**src/rtl/median_window_filter.sv**
```systemverilog
// ---------------------------------------------------------------------------
// median_window_filter
//
// Streaming sliding-window median filter. Keeps the most recent WIN accepted
// samples and, whenever an accept leaves the window full, registers the
// median of that window for the downstream consumer.
//
// The sorted copy of the window is updated incrementally on every accept:
// one instance of the oldest sample is removed, and the new sample is inserted
// at its ordered position. Both steps happen in the same cycle.
//
// Parameters:
//   DATA_W  sample width in bits (unsigned)
//   WIN     window length, odd, 3..15
//   CNT_W   width of the fill counter (derived, do not override)
//
// Ports:
//   clk         rising-edge clock
//   reset       synchronous active-high reset
//   restart     synchronous window clear (same state effect as reset)
//   in_valid    upstream sample present
//   in_ready    block can take a sample this cycle
//   in_data     upstream sample value
//   out_valid   median present
//   out_ready   downstream accepts the median this cycle
//   out_median  median of the current window
//   win_full    window currently holds WIN samples
// ---------------------------------------------------------------------------
module median_window_filter #(
    parameter int DATA_W = 4,
    parameter int WIN    = 5,
    parameter int CNT_W  = $clog2(WIN + 1)
) (
    input  logic              clk,
    input  logic              reset,
    input  logic              restart,
    input  logic              in_valid,
    output logic              in_ready,
    input  logic [DATA_W-1:0] in_data,
    output logic              out_valid,
    input  logic              out_ready,
    output logic [DATA_W-1:0] out_median,
    output logic              win_full
);

    generate
        if (WIN < 3 || WIN > 15 || (WIN % 2) == 0) begin : g_bad_win
            $error("median_window_filter: WIN must be odd and within 3..15");
        end
    endgenerate

    localparam int             MID    = (WIN - 1) / 2;
    localparam logic [CNT_W-1:0] WIN_C  = CNT_W'(WIN);
    localparam logic [CNT_W-1:0] LAST_C = CNT_W'(WIN - 1);

    typedef enum logic {
        FILL = 1'b0,
        RUN  = 1'b1
    } state_t;

    state_t            state;
    state_t            next_state;
    logic              accept;
    logic              produce;
    logic [CNT_W-1:0]  count;
    logic [DATA_W-1:0] hist        [WIN];
    logic [DATA_W-1:0] sorted      [WIN];
    logic [DATA_W-1:0] base        [WIN];
    logic [DATA_W-1:0] next_sorted [WIN];
    logic [CNT_W-1:0]  rem_idx;
    logic [CNT_W-1:0]  base_len;
    logic [CNT_W-1:0]  pos;

    always_ff @(posedge clk) begin
        if (reset || restart) begin
            state <= FILL;
        end else begin
            state <= next_state;
        end
    end

    // Handshake decode and fill/run sequencing. reset and restart mask the
    // accept so a sample offered in that cycle is dropped.
    always_comb begin
        next_state = state;
        in_ready   = !out_valid || out_ready;
        accept     = in_valid && in_ready && !reset && !restart;
        produce    = 1'b0;
        case (state)
            FILL: begin
                if (accept && count == LAST_C) begin
                    next_state = RUN;
                    produce    = 1'b1;
                end
            end
            RUN: begin
                produce = accept;
            end
            default: begin
                next_state = FILL;
            end
        endcase
    end

    // Next sorted array. In RUN the oldest sample (history tail) is removed
    // first by closing the gap at its first match; the remaining WIN-1
    // entries then form the base for insertion. In FILL the base is the
    // currently occupied prefix. base[WIN-1] is padding so the insertion
    // shift never reads outside the array.
    always_comb begin
        rem_idx = LAST_C;
        for (int i = WIN - 1; i >= 0; i--) begin
            if (sorted[i] == hist[WIN-1]) begin
                rem_idx = CNT_W'(i);
            end
        end

        for (int i = 0; i < WIN; i++) begin
            base[i] = '0;
        end
        base_len = count;
        if (state == RUN) begin
            base_len = LAST_C;
            for (int i = 0; i < WIN - 1; i++) begin
                base[i] = (CNT_W'(i) < rem_idx) ? sorted[i] : sorted[i+1];
            end
        end else begin
            for (int i = 0; i < WIN - 1; i++) begin
                base[i] = sorted[i];
            end
        end

        pos = '0;
        for (int i = 0; i < WIN - 1; i++) begin
            if (CNT_W'(i) < base_len && base[i] < in_data) begin
                pos = pos + CNT_W'(1);
            end
        end

        next_sorted[0] = (pos == '0) ? in_data : base[0];
        for (int i = 1; i < WIN; i++) begin
            if (CNT_W'(i) < pos) begin
                next_sorted[i] = base[i];
            end else if (CNT_W'(i) == pos) begin
                next_sorted[i] = in_data;
            end else begin
                next_sorted[i] = base[i-1];
            end
        end
    end

    // Window state and the single output register. out_valid drops only on
    // a handshake with no new median behind it, so out_median is held
    // under backpressure.
    always_ff @(posedge clk) begin
        if (reset || restart) begin
            count      <= '0;
            out_valid  <= 1'b0;
            out_median <= '0;
            win_full   <= 1'b0;
            for (int i = 0; i < WIN; i++) begin
                hist[i]   <= '0;
                sorted[i] <= '0;
            end
        end else begin
            if (accept) begin
                hist[0] <= in_data;
                for (int i = 1; i < WIN; i++) begin
                    hist[i] <= hist[i-1];
                end
                sorted <= next_sorted;
                if (count != WIN_C) begin
                    count <= count + CNT_W'(1);
                end
                win_full <= (count >= LAST_C);
            end
            if (produce) begin
                out_valid  <= 1'b1;
                out_median <= next_sorted[MID];
            end else if (out_ready) begin
                out_valid <= 1'b0;
            end
        end
    end

endmodule

```
**config.mk**
```make
export PLATFORM = sky130hd
export DESIGN_NAME = median_window_filter
export DESIGN_NICKNAME = d
export VERILOG_FILES = /design/src/rtl/median_window_filter.sv
export SDC_FILE = /design/constraint.sdc
export NUM_CORES = 1
export LEC_CHECK = 0
export BUFFER_PORTS_ARGS = -buffer_cell sky130_fd_sc_hd__buf_2
export CAP_MARGIN = 0
export CORE_MARGIN = 5
export CORE_UTILIZATION = 60
export DETAILED_ROUTE_END_ITERATION = 10
export HOLD_SLACK_MARGIN = 0.08
export PLACE_DENSITY = 0.78
export SLEW_MARGIN = 20
export SYNTH_ARGS = -nofsm -noshare
export SYNTH_HDL_FRONTEND = slang
export SYNTH_SLANG_ARGS = --single-unit
```
**constraint.sdc**
```tcl
create_clock -name clk -period 5.8 [get_ports clk]
set_clock_uncertainty 0.1 [all_clocks]
set_input_delay 0.29 -clock clk [delete_from_list [all_inputs] [get_ports clk]]
set_output_delay 0.29 -clock clk [all_outputs]
set_load 0.05 [all_outputs]
```
==> metrics.md <==
| Metric | Value |
|---|---|
| Outcome | `complete, no violations` |
| Setup-failing EPs final | `0` |
| Worst-path clk slew | `0.09 ns` |
| Ys Warns | `0` |
| Drt via density | `~6.6` |
| VDD IR max | `~0.17 mV` |
| TNS Setup | `0 ns` |
| Initial antenna violation count | `0` |
| Die Y | `85.36 um` |
| # hold bufs at CTS | `0` |
| Slew @ Worst Pin | `a little under 0.9 ns` |
| Max Clk Rate | `between 150 and 200 MHz` |
| 1st-iter DRT viols | `310` |
| Worst EP required | `between 5 and 6 ns` |
| CORE AREA | `approximately 5500 um^2` |
| Number of global-route vias before repair | `around 2800` |
| Starting density of the core | `61.87%` |
| Final hold vios | `0` |
| Worst Setup End Kind | `register` |
| Synth Register Bits | `50` |
| Max-cap violations | `0` |
| Worst Hold Class | `in2reg` |
| Final worst slack | `approximately 0.33 ns` |
| Synth unique cells | `between 60 and 70` |
| Avg Cell Area, Syn | `roughly 9.6 um^2` |
| WS Path Type | `reg2reg` |
| Mapped cell area | `roughly 3400 um^2` |
| Most common cell in the netlist | `nand2_1` |
| Largest net degree at the start of global routing | `31` |
| Crit Path Max Fanout | `10` |
| IO Count | `16` |
| Worst hold slack | `between 0.2 and 0.25 ns` |
| First-pass GRT wire length | `roughly 14000 um` |
| Crit path DAT | `between 5 and 6 ns` |
| Seq/Total Area, Yosys | `a little over a third` |
| CP Cell Sequence | `xnor2_1 > nand4b_2 > a211oi_4 > nor2_1 > mux2i_2 > inv_1 > ha_1 > a21boi_0 > o21ai_0 > nand2b_1 > a211oi_1 > ha_2 > nor4_1 > a31oi_1 > nand2_1 > nor3_4 > inv_1 > ha_1 > nand4_1 > xnor2_4 > buf_12 > or4_4 > o211ai_1` |
| Buffers on Ports | `15` |
| Total grt overflow | `0` |
| DPL Wire Length | `about 6300 um` |
| P_leak | `roughly 0.0016 uW` |
| Dpl cells | `430` |
| Period utilisation layout | `a little over nine tenths` |
| Slowest cell on the critical path | `or4_4` |
| Number of synthesized flops with an enable pin | `20` |
| Startpoint Class | `register` |
| Final #Nets | `just under 400` |
| CTS root buf | `clkbuf_8` |
| DR DRC count | `0` |
| Main synth FF type | `dfxtp_1` |
| Top post-synthesis cells by count | `nand2_1 (32), dfxtp_1 (30), edfxtp_1 (20)` |
| Routed WL | `between 8000 and 9000 um` |
| Gr usage total | `23.85%` |
| Async set or reset register ratio after synthesis | `0%` |
| Synth area leader | `dfxtp_1` |
| Layout cells sized above 1 | `a little under a fifth` |
| Slew HR | `40.69%` |
| H-tree levels | `2` |
| Synthesized instance count | `around 360` |
| Area Overhead vs Synth | `8.704%` |
| Max Buffers Root-to-Sink | `2` |
| Post-Layout Cell Count | `439` |
| Clock latency on the worst-skew pair | `0.30 ns` |
| DR pass1 iterations | `5` |
| Final Critical Period | `~5.5 ns` |
| Unrepaired setup endpoints after global routing | `no` |
| ANT nets after route | `0` |
| Num rows | `27` |
| CTS tree | `done` |
| TritonCTS Buffers | `5` |
| Synth top area share | `between 10% and 20%` |
| Die Width | `~85 um` |
| Power density cells | `between 150 and 200 nW/um^2` |
| Slew Viols, Final | `0` |
| DIE AREA | `about 7300 um^2` |
| Mapped Nets | `about 380` |
| Max incr delay on CP | `about 0.55 ns` |
| Antenna fix cells | `0` |
| Post-layout util | `67.26%` |
| Worst slack, placed | `between 0.3 and 0.4 ns` |
| WL/cell | `approximately 19 um` |
| Via count | `roughly 2900` |
| Clock Sinks | `50` |
| Gpl congestion | `a little under 1` |
| Area contributors post-synth | `dfxtp_1 (18%), edfxtp_1 (18%), ha_1 (6.6%)` |
## kinds of logic (layout without fill, tap and decap cells)
group           count (synthesis)  count (layout)  synth area share [%]
fa+ha+maj                      18              18                 6.610
simple gates                  116             116                 18.66
xor+xnor                       18              18                 5.509
buf+inv                        36              48                 4.296
mux                            29              29                 8.924
compound gates                 88              88                 20.75
flops                          50              50                 35.26
## layer usage
| layer | GRT usage [%] | part of all wire, % | vias to the layer above |
|---|---|---|---|
| met5 | 0 | 0 | - |
| met4 | 7.914 | 3.0 | 0 |
| met3 | 5.728 | 8.8 | 32 |
| met2 | 37.92 | 46 | 165 |
| met1 | 31.86 | 42 | 1343 |
| li1 | - | - | 1358 |
## path summary, 6_finish.rpt
path	from	endpoint	slack, ns	cells past startpoint
hold reg to reg	win_full	win_full	0.37	2
setup reg to reg	hist[0][17]	sorted[18]	0.33	23
setup / recovery	hist[0][17]	sorted[18]	0.33	23
hold / removal	in_data[2]	sorted[2]	0.20	3
## where the power goes
part / leakage (uW) / internal (uW) / switching, uW / total [uW]
clock network: 0.0000618 / 142 / 118 / 260
registers: 0.000475 / 374 / 8.38 / 382
logic: 0.00101 / 32.6 / 58.3 / 90.9
## worst max-delay path: cells and delay by family, from the launching register on
family	cells	cell delay, ns
simple gates	8	1.72
flops	1	0.49
fa+ha+maj	3	0.78
mux	1	0.30
buf+inv	3	0.30
compound gates	6	1.15
xor+xnor	2	0.55
## placed cells by master (no fill, tap or decap), types with 5 or more instances in the layout
cell        n
nor2_1     17
and3_1     18
o211ai_1   15
inv_1      18
nand2_1    32
ha_1       17
mux2i_1    17
buf_2      15
dfxtp_1    30
edfxtp_1   20
nand4_1     5
buf_4       5
clkbuf_8    6
nor3_1      7
xnor2_1     6
a21oi_1    13
nand3_1     7
a2bb2oi_1   6
nand2b_1    6
xor2_1      8
mux2_2     11
o21ai_0    13
## repair_timing
item	CTS	global route
buffers inserted	0	1
gates resized for setup	0	4
setup endpoints to repair	0	11
## flip-flops by register name (all words and copies together), names as in the netlist
| name | cells |
|---|---|
| hist | 20 |
| sorted | 20 |
| out_median | 4 |
| count | 3 |
| out_valid | 1 |
| state | 1 |
| win_full | 1 |
## stage by stage
| stage | total power (uW) | area [um^2] |
|---|---|---|
| finish | 733.4 | 3704 |
| global placement | 474.9 | 3535 |
| CTS | 730.8 | 3656 |
| floorplan | 453.3 | 3407 |
| global route | 759.7 | 3704 |
| detailed placement | 477.6 | 3535 |
## final cells by class
class                   count  area [um^2]
well taps                  72        90.09
clock inverters             2        38.79
flip-flops and latches     50         1201
clock buffers               6        82.58
repair buffers             21        132.6
fillers                   397         1803
multi-input cells         269         2087
inverters                  19        71.32
Power figures use the tool's default switching activity.
